--- config.mk ---
export PLATFORM = sky130hd
export DESIGN_NAME = alu_mdu_flat
export DESIGN_NICKNAME = d
export VERILOG_FILES = /design/src/rtl/alu_mdu_pkg.sv /design/src/rtl/alu_mdu_if.sv /design/src/rtl/mdu_iter.sv /design/src/rtl/alu_mdu.sv /design/src/flat_wrapper.sv
export SDC_FILE = /design/constraint.sdc
export NUM_CORES = 1
export LEC_CHECK = 0
export CAP_MARGIN = 10
export CELL_PAD_IN_SITES_DETAIL_PLACEMENT = 1
export CELL_PAD_IN_SITES_GLOBAL_PLACEMENT = 1
export CORE_ASPECT_RATIO = 1.2
export CORE_MARGIN = 1.5
export CORE_UTILIZATION = 49
export DETAILED_ROUTE_END_ITERATION = 7
export GPL_TIMING_DRIVEN = 0
export PLACE_DENSITY_LB_ADDON = 0.1
export SLEW_MARGIN = 10
export SYNTH_ARGS = -nofsm -noshare
export SYNTH_HDL_FRONTEND = slang
export SYNTH_SLANG_ARGS = --single-unit
--- constraint.sdc ---
create_clock -name clk -period 12.55 [get_ports clk]
set_clock_uncertainty 0.1 [all_clocks]
set_input_delay 3.1375 -clock clk [delete_from_list [all_inputs] [get_ports clk]]
set_output_delay 3.1375 -clock clk [all_outputs]
set_load 0.05 [all_outputs]
--- src/rtl/alu_mdu_pkg.sv ---
// ALU op codes shared by the controller, the ALU and the multiply/divide engine.
package alu_mdu_pkg;

    localparam logic [3:0] ALU_NOP   = 4'd0;
    localparam logic [3:0] ALU_ADD   = 4'd1;
    localparam logic [3:0] ALU_SUB   = 4'd2;
    localparam logic [3:0] ALU_AND   = 4'd3;
    localparam logic [3:0] ALU_OR    = 4'd4;
    localparam logic [3:0] ALU_SLT   = 4'd5;
    localparam logic [3:0] ALU_SLTU  = 4'd6;
    localparam logic [3:0] ALU_XOR   = 4'd7;
    localparam logic [3:0] ALU_NOR   = 4'd8;
    localparam logic [3:0] ALU_SLL   = 4'd9;
    localparam logic [3:0] ALU_SRL   = 4'd10;
    localparam logic [3:0] ALU_SRA   = 4'd11;
    localparam logic [3:0] ALU_MULT  = 4'd12;
    localparam logic [3:0] ALU_MULTU = 4'd13;
    localparam logic [3:0] ALU_DIV   = 4'd14;
    localparam logic [3:0] ALU_DIVU  = 4'd15;

    function automatic logic op_is_mul(input logic [3:0] op);
        return (op == ALU_MULT) || (op == ALU_MULTU);
    endfunction

    function automatic logic op_is_div(input logic [3:0] op);
        return (op == ALU_DIV) || (op == ALU_DIVU);
    endfunction

    function automatic logic op_is_signed(input logic [3:0] op);
        return (op == ALU_MULT) || (op == ALU_DIV);
    endfunction

endpackage

--- src/rtl/alu_mdu_if.sv ---
// Execute-stage operand/result bundle between the controller (master) and alu_mdu (slave).
interface alu_mdu_if #(
    parameter int WIDTH = 32
) ();
    logic [WIDTH-1:0]         A;
    logic [WIDTH-1:0]         B;
    logic [$clog2(WIDTH)-1:0] shamt;
    logic [3:0]               ALUOp;
    logic                     start;
    logic [WIDTH-1:0]         C;
    logic                     Zero;
    logic [WIDTH-1:0]         HI;
    logic [WIDTH-1:0]         LO;
    logic                     busy;
    logic                     done;

    modport master (
        output A, B, shamt, ALUOp, start,
        input  C, Zero, HI, LO, busy, done
    );

    modport slave (
        input  A, B, shamt, ALUOp, start,
        output C, Zero, HI, LO, busy, done
    );
endinterface

--- src/rtl/mdu_iter.sv ---
// Iterative multiply/divide engine (divider only with ALU_MDU_DIV_EN) writing HI/LO.
// Latency: WIDTH+1 cycles from the start edge to done; without the divider DIV/DIVU done after 1.
// Backpressure: none; start is ignored while busy, the controller stalls on busy.
module mdu_iter
    import alu_mdu_pkg::*;
#(
    parameter int WIDTH = 32,
    parameter int CNTW  = $clog2(WIDTH) + 1
) (
    input  logic             clk,
    input  logic             rstn,
    input  logic             start,
    input  logic [3:0]       op,
    input  logic [WIDTH-1:0] a,
    input  logic [WIDTH-1:0] b,
    output logic             busy,
    output logic             done,
    output logic [WIDTH-1:0] hi,
    output logic [WIDTH-1:0] lo
);

    localparam logic [1:0] S_IDLE = 2'd0;
    localparam logic [1:0] S_CALC = 2'd1;
    localparam logic [1:0] S_FIX  = 2'd2;

    logic [1:0]         state;
    logic [CNTW-1:0]    cnt;
    logic [2*WIDTH-1:0] acc;
    logic [WIDTH-1:0]   opb;
    logic               neg_res;

    logic               is_signed;
    logic [WIDTH-1:0]   ua;
    logic [WIDTH-1:0]   ub;
    logic               mul_go;
    logic               div_go;
    logic               launch;
    logic               div_skip;

    logic [WIDTH:0]     msum;
    logic [2*WIDTH-1:0] mul_next;

    assign is_signed = op_is_signed(op);
    assign ua        = (is_signed && a[WIDTH-1]) ? -a : a;
    assign ub        = (is_signed && b[WIDTH-1]) ? -b : b;
    assign mul_go    = start && (state == S_IDLE) && op_is_mul(op);
    assign div_go    = start && (state == S_IDLE) && op_is_div(op);

    // acc = {partial product, remaining multiplier}; one multiplier bit retires per cycle
    assign msum     = {1'b0, acc[2*WIDTH-1:WIDTH]} + (acc[0] ? {1'b0, opb} : {(WIDTH+1){1'b0}});
    assign mul_next = {msum, acc[WIDTH-1:1]};

`ifdef ALU_MDU_DIV_EN
    logic               is_div;
    logic               neg_rem;
    logic               dz;
    logic [WIDTH:0]     dsh;
    logic               dge;
    logic [WIDTH-1:0]   drem;
    logic [2*WIDTH-1:0] div_next;

    // acc = {partial remainder, dividend bits shifting out / quotient bits shifting in}
    assign dsh      = {acc[2*WIDTH-1:WIDTH], acc[WIDTH-1]};
    assign dge      = (dsh >= {1'b0, opb});
    assign drem     = dsh[WIDTH-1:0] - opb;
    assign div_next = {(dge ? drem : dsh[WIDTH-1:0]), acc[WIDTH-2:0], dge};

    assign launch   = mul_go || div_go;
    assign div_skip = 1'b0;
`else
    assign launch   = mul_go;
    assign div_skip = div_go;
`endif

    assign busy = (state != S_IDLE);

    always_ff @(posedge clk or negedge rstn) begin
        if (!rstn) begin
            state   <= S_IDLE;
            cnt     <= '0;
            acc     <= '0;
            opb     <= '0;
            neg_res <= 1'b0;
            done    <= 1'b0;
            hi      <= '0;
            lo      <= '0;
`ifdef ALU_MDU_DIV_EN
            is_div  <= 1'b0;
            neg_rem <= 1'b0;
            dz      <= 1'b0;
`endif
        end else begin
            done <= 1'b0;
            case (state)
                S_IDLE: begin
                    if (launch) begin
                        state   <= S_CALC;
                        cnt     <= CNTW'(WIDTH);
                        acc     <= {{WIDTH{1'b0}}, ua};
                        opb     <= ub;
                        neg_res <= is_signed && (a[WIDTH-1] ^ b[WIDTH-1]);
`ifdef ALU_MDU_DIV_EN
                        is_div  <= div_go;
                        neg_rem <= is_signed && a[WIDTH-1];
                        dz      <= (b == '0);
`endif
                    end else if (div_skip) begin
                        done <= 1'b1;
                    end
                end
                S_CALC: begin
`ifdef ALU_MDU_DIV_EN
                    acc <= is_div ? div_next : mul_next;
`else
                    acc <= mul_next;
`endif
                    cnt <= cnt - 1'b1;
                    if (cnt == CNTW'(1)) begin
                        state <= S_FIX;
                    end
                end
                S_FIX: begin
`ifdef ALU_MDU_DIV_EN
                    // a zero divisor leaves |A| as remainder, so the sign fix restores HI = A
                    if (is_div) begin
                        lo <= dz ? '1 : (neg_res ? -acc[WIDTH-1:0] : acc[WIDTH-1:0]);
                        hi <= neg_rem ? -acc[2*WIDTH-1:WIDTH] : acc[2*WIDTH-1:WIDTH];
                    end else
`endif
                    begin
                        {hi, lo} <= neg_res ? -acc : acc;
                    end
                    done  <= 1'b1;
                    state <= S_IDLE;
                end
                default: state <= S_IDLE;
            endcase
        end
    end

endmodule

--- src/rtl/alu_mdu.sv ---
// Execute-stage ALU: combinational single-cycle ops on C/Zero plus the mdu_iter HI/LO engine.
// Latency: C/Zero combinational; MULT/DIV results WIDTH+1 cycles after start (ALU_MDU_DIV_EN adds the divider).
// Backpressure: busy holds the controller in its EXE wait state; start while busy is dropped.
module alu_mdu
    import alu_mdu_pkg::*;
#(
    parameter int WIDTH = 32,
    parameter int CNTW  = $clog2(WIDTH) + 1
) (
    input logic         clk,
    input logic         rstn,
    alu_mdu_if.slave    bus
);

    logic [WIDTH-1:0] c;

    // iterative and undefined codes pass A through so MFHI/MFLO-style paths see a stable C
    always_comb begin
        c = bus.A;
        case (bus.ALUOp)
            ALU_NOP:  c = bus.A;
            ALU_ADD:  c = bus.A + bus.B;
            ALU_SUB:  c = bus.A - bus.B;
            ALU_AND:  c = bus.A & bus.B;
            ALU_OR:   c = bus.A | bus.B;
            ALU_XOR:  c = bus.A ^ bus.B;
            ALU_NOR:  c = ~(bus.A | bus.B);
            ALU_SLT:  c = {{(WIDTH-1){1'b0}}, ($signed(bus.A) < $signed(bus.B))};
            ALU_SLTU: c = {{(WIDTH-1){1'b0}}, (bus.A < bus.B)};
            ALU_SLL:  c = bus.B << bus.shamt;
            ALU_SRL:  c = bus.B >> bus.shamt;
            ALU_SRA:  c = $unsigned($signed(bus.B) >>> bus.shamt);
            default:  c = bus.A;
        endcase
    end

    assign bus.C    = c;
    assign bus.Zero = (c == '0);

    mdu_iter #(
        .WIDTH (WIDTH),
        .CNTW  (CNTW)
    ) u_mdu_iter (
        .clk   (clk),
        .rstn  (rstn),
        .start (bus.start),
        .op    (bus.ALUOp),
        .a     (bus.A),
        .b     (bus.B),
        .busy  (bus.busy),
        .done  (bus.done),
        .hi    (bus.HI),
        .lo    (bus.LO)
    );

endmodule
--- src/flat_wrapper.sv ---
// flat-port wrapper written by rule: the top's interface ports become plain ports
module alu_mdu_flat import alu_mdu_pkg::*;
#(
    parameter int WIDTH = 32,
    parameter int CNTW  = $clog2(WIDTH) + 1
)
  (clk, rstn, bus_A, bus_B, bus_shamt, bus_ALUOp, bus_start, bus_C, bus_Zero, bus_HI, bus_LO, bus_busy, bus_done);
  alu_mdu_if #(.WIDTH(WIDTH)) bus_i ();
  input logic clk;
  input logic rstn;
  input wire logic [$bits(bus_i.A)-1:0] bus_A;
  input wire logic [$bits(bus_i.B)-1:0] bus_B;
  input wire logic [$bits(bus_i.shamt)-1:0] bus_shamt;
  input wire logic [$bits(bus_i.ALUOp)-1:0] bus_ALUOp;
  input wire logic [$bits(bus_i.start)-1:0] bus_start;
  output wire logic [$bits(bus_i.C)-1:0] bus_C;
  output wire logic [$bits(bus_i.Zero)-1:0] bus_Zero;
  output wire logic [$bits(bus_i.HI)-1:0] bus_HI;
  output wire logic [$bits(bus_i.LO)-1:0] bus_LO;
  output wire logic [$bits(bus_i.busy)-1:0] bus_busy;
  output wire logic [$bits(bus_i.done)-1:0] bus_done;
  assign bus_i.A = bus_A;
  assign bus_i.B = bus_B;
  assign bus_i.shamt = bus_shamt;
  assign bus_i.ALUOp = bus_ALUOp;
  assign bus_i.start = bus_start;
  assign bus_C = bus_i.C;
  assign bus_Zero = bus_i.Zero;
  assign bus_HI = bus_i.HI;
  assign bus_LO = bus_i.LO;
  assign bus_busy = bus_i.busy;
  assign bus_done = bus_i.done;
  alu_mdu #(.WIDTH(WIDTH), .CNTW(CNTW)) u_core (.clk(clk), .rstn(rstn), .bus(bus_i));
endmodule
==> reports/qor.csv <==
stage,metric,value,unit
outcome,status,"finished, final reports clean",
synth,Synth area leaders,"dfrtp_1, ha_1, o21ai_0, mux4_2, nand2_1",
synth,"flops & latches, synth",170,
worst_setup_path,WP data arrival,9.22,ns
worst_setup_path,Critical Path Start,bus_B[6],
grt,first-pass GRT wire length,182,mm
synth,mux share of post-synthesis cell area,11.6,%
die,Core Area,0.0428,mm2
timing,RSZ-0062 raised after global routing,false,
power,Sw Share,53.0,%
worst_setup_path,reg2reg end,u_core.u_mdu_iter.hi[25],
synth,synthesized area,0.0213,mm2
worst_hold_path,Worst Hold Class,reg -> reg,
routing,Total Wirelength,127,mm
synth,sequential share of the synthesized area,20.0,%
die,Die Span X,193,um
clocking,htree depth,4,
power,Combinational Power Share,56.3,%
power,clock power share,16.3,%
grt,initial antenna violation count,9,
synth,Ys Warns,0,
grt,Total GRT Usage,54.7,%
synth,XOR/XNOR Fraction of Synth Area,6.54,%
final_layout,Fill cells,5166,
final_layout,layout cells sized above 1,7.71,%
clocking,"Clk Latency, worst-skew pair",0.48,ns
final_layout,final core occ,57.1,%
worst_setup_path,crit path kind,in -> out,
die,io pins,175,
synth,Netlist cell types,100,
clocking,cts hold-fix bufs,0,
timing,Least-Margin Pin Slew,1.45,ns
die,starting density of the core,49.8,%
worst_setup_path,Worst EP required,9.31,ns
final_layout,Layout area overhead,14.8,%
power,LEAKAGE,9.95,nW
grt,largest net degree at the start of global routing,107,
synth,Syn Inst Count,2675,
synth,syn nets,2894,
final_layout,Final nets,3085,
routing,drt pass-1 iters,6,
timing,fin. max-slew vios,0,
synth,Mean Syn Cell Area,7.96,um2
clocking,Max Buffers Root-to-Sink,2,
synth,post-synthesis adder-cell area fraction,8.51,%
timing,Rel. slew slack,2.73,%
routing,DR vias,26700,
clocking,Clk Tree Root Cell,clkbuf_16,
synth,Synth top area share,20.0,%
timing,max frequency,80.3,MHz
die,Die Y,231,um
power,PD cells,147,mW/mm2
routing,DRC viols,0,
clocking,clock-pin transition on the worst setup and hold timing paths,0.07,ns
placed_design,gpl congestion,1.14,
synth,Post-synth EDFFs,0,
worst_setup_path,Startpoint Class,primary input,
die,Die ar.,0.0447,mm2
worst_setup_path,Worst R2R Start,u_core.u_mdu_iter.acc[9],
worst_setup_path,worst setup path end,bus_Zero,
routing,post-route ant nets,0,
placed_design,Detail Placement HPWL,92.2,mm
synth,Synth Flop Type,dfrtp_1,
power,Sequential Power Share,27.4,%
synth,main combinational cell family by area after synthesis,compound AO/OA/AOI/OAI gates,
timing,setup TNS,0,ns
synth,Post-synth ARST share,100,%
worst_setup_path,r2r setup slk,7.51,ns
timing,fin crit share,99.3,%
synth,simple-gate share of the synthesized area,19.2,%
clocking,clock buffer count from CTS,17,
die,num rows,83,
grt,vias in the first global route,27200,
synth,Synth Area in Compound Gates,27.6,%
run,max-cap viol count,0,
grt,grt ovf,0,
power,NetSw,1.91,mW
synth,cell taking the most area after synthesis,dfrtp_1,
power,Worst IR Drop VDD,0.210,mV
worst_setup_path,Crit Path Max Fanout,10,
timing,Final min period,12.46,ns
clocking,clock tree sinks,170,
placed_design,PortBufs,170,
timing,Final Hold Viols,0,
clocking,CTS tree,yes,
timing,final setup fails,0,
worst_setup_path,FF-to-FF path depth,11,
power,Overall Power,3.59,mW
power,Power Internal,1.69,mW
routing,Avg WL per Cell,36.9,um
routing,Via density,7.76,
routing,Iteration-0 DRC Markers,3509,
worst_setup_path,CP endpoint kind,output port,
==> final cells by class <==
cell class / instances / area [um2] / share of cell area [%]
Antenna cell: 9 / 22.5 / 0.0922
Buffer: 217 / 1010 / 4.13
Clock inverter: 8 / 109 / 0.445
Timing Repair Buffer: 172 / 1740 / 7.13
Clock buffer: 24 / 502 / 2.05
Sequential cell: 170 / 4250 / 17.4
Tap cell: 552 / 691 / 2.83
Multi-Input combinational cell: 2178 / 15700 / 64.2
Inverter: 110 / 417 / 1.71
==> worst max-delay path: stages <==
cell and delay (ns):
clkdlybuf4s50_1 0.84, clkbuf_2 0.39, inv_1 0.36, ha_1 0.42, buf_2 0.25, inv_1 0.17, a2111oi_0 0.48, nand4_1 0.20
a21boi_2 0.48, a211oi_1 0.20, o311ai_0 0.68, mux2i_1 0.26, o221ai_1 0.14, o21a_1 0.21, or3_1 0.47, nor4_2 0.18
clkbuf_2 0.32
==> registers in the layout (all words and copies together), names as in the netlist <==
register and count:
u_core.u_mdu_iter.acc 64, u_core.u_mdu_iter.hi 32, u_core.u_mdu_iter.lo 32, u_core.u_mdu_iter.opb 32, u_core.u_mdu_iter.cnt 6, u_core.u_mdu_iter.state 2, u_core.u_mdu_iter.done 1, u_core.u_mdu_iter.neg_res 1
==> per-stage QoR <==
step	std cells	setup slack [ns]	hold slack (ns)	cell area, um2
3_3_place_gp	3397	-0.785	0.354	23700
6_report	3440	0.0939	0.387	24400
4_1_cts	3430	0.00911	0.386	24400
5_1_grt	3434	0.101	0.410	24400
2_1_floorplan	2675	1.73	0.331	21300
3_5_place_dp	3398	-0.820	0.362	23700
==> per-layer routing <==
| metal | vias up | share of wire [%] | GRT usage [%] |
|---|---|---|---|
| met5 | - | 0.032 | 0 |
| met4 | 6 | 12 | 56.5 |
| met3 | 959 | 12 | 16.1 |
| met2 | 2501 | 43 | 83.8 |
| met1 | 12800 | 33 | 59.1 |
| li1 | 10400 | - | - |
==> cell families (layout without fill, tap and decap cells) <==
| group | after synthesis | in the layout |
|---|---|---|
| DFF | 170 | 170 |
| and+or+nand+nor | 835 | 835 |
| muxes | 154 | 154 |
| adders and majority gates | 143 | 143 |
| AOI/OAI and AO/OA | 887 | 887 |
| xor gates and xnor gates | 159 | 159 |
| other | 0 | 9 |
| buffers and inverters | 327 | 531 |
==> worst min-delay path by stage <==
stage                                      to                      start  slack (ns)  cells past startpoint
floorplan           u_core.u_mdu_iter.opb[31]  u_core.u_mdu_iter.opb[31]        0.33                      2
global placement    u_core.u_mdu_iter.opb[31]  u_core.u_mdu_iter.opb[31]        0.35                      2
detailed placement  u_core.u_mdu_iter.opb[21]  u_core.u_mdu_iter.opb[21]        0.36                      2
CTS                 u_core.u_mdu_iter.opb[27]  u_core.u_mdu_iter.opb[27]        0.39                      2
global route         u_core.u_mdu_iter.lo[23]   u_core.u_mdu_iter.lo[23]        0.41                      2
finish              u_core.u_mdu_iter.opb[27]  u_core.u_mdu_iter.opb[27]        0.39                      2
==> power by group through the flow <==
stage | Clock, mW | Combinational [mW] | Sequential (mW)
floorplan | 0 | 0.958 | 1.11
global placement | 0 | 1.74 | 0.914
detailed placement | 0 | 1.85 | 0.946
CTS | 0.565 | 1.93 | 0.957
global route | 0.594 | 2.08 | 0.989
finish | 0.585 | 2.02 | 0.983
==> cell usage in the layout (no fill, tap or decap), drive strengths merged, types with 16 or more instances in the layout <==
cell	count
o22ai	26
mux2i	66
mux4	66
nor2b	19
o21ai	274
nor3	67
clkbuf	182
o41ai	18
or3	30
ha	140
o31ai	47
nand2b	29
or4	16
a22oi	40
nand3	89
o21a	16
and3	22
a211oi	31
dfrtp	170
a21oi	158
clkdlybuf4s50	164
a21o	35
xor2	73
nor4	19
nor2	177
buf	63
a31oi	37
o211ai	25
and2	42
xnor2	86
inv	109
nand2	259
mux2	22
==> synthesized netlist by cell type, types with 16 or more instances <==
master / number
nor4_1: 18
o21ai_0: 262
nand3_1: 89
clkbuf_1: 157
a21oi_1: 158
o22ai_1: 26
dfrtp_1: 170
and3_1: 22
o41ai_1: 17
mux2_2: 22
o211ai_1: 24
nor2b_1: 19
mux4_1: 20
mux4_2: 46
buf_2: 28
nor3_1: 65
a211oi_1: 30
a22oi_1: 40
ha_1: 140
mux2i_1: 66
xnor2_1: 86
o21a_1: 16
o31ai_1: 45
inv_1: 108
nand2_1: 259
or3_1: 30
and2_1: 41
a31oi_1: 36
xor2_1: 73
nand2b_1: 27
a21o_1: 35
nor2_1: 177
==> timing repair <==
action,in CTS,in global routing
setup endpoints to repair,6,2
setup buffers,0,1
gates resized for setup,23,8
hold endpoints to repair,0,0
(Power assumes the default switching activity.)
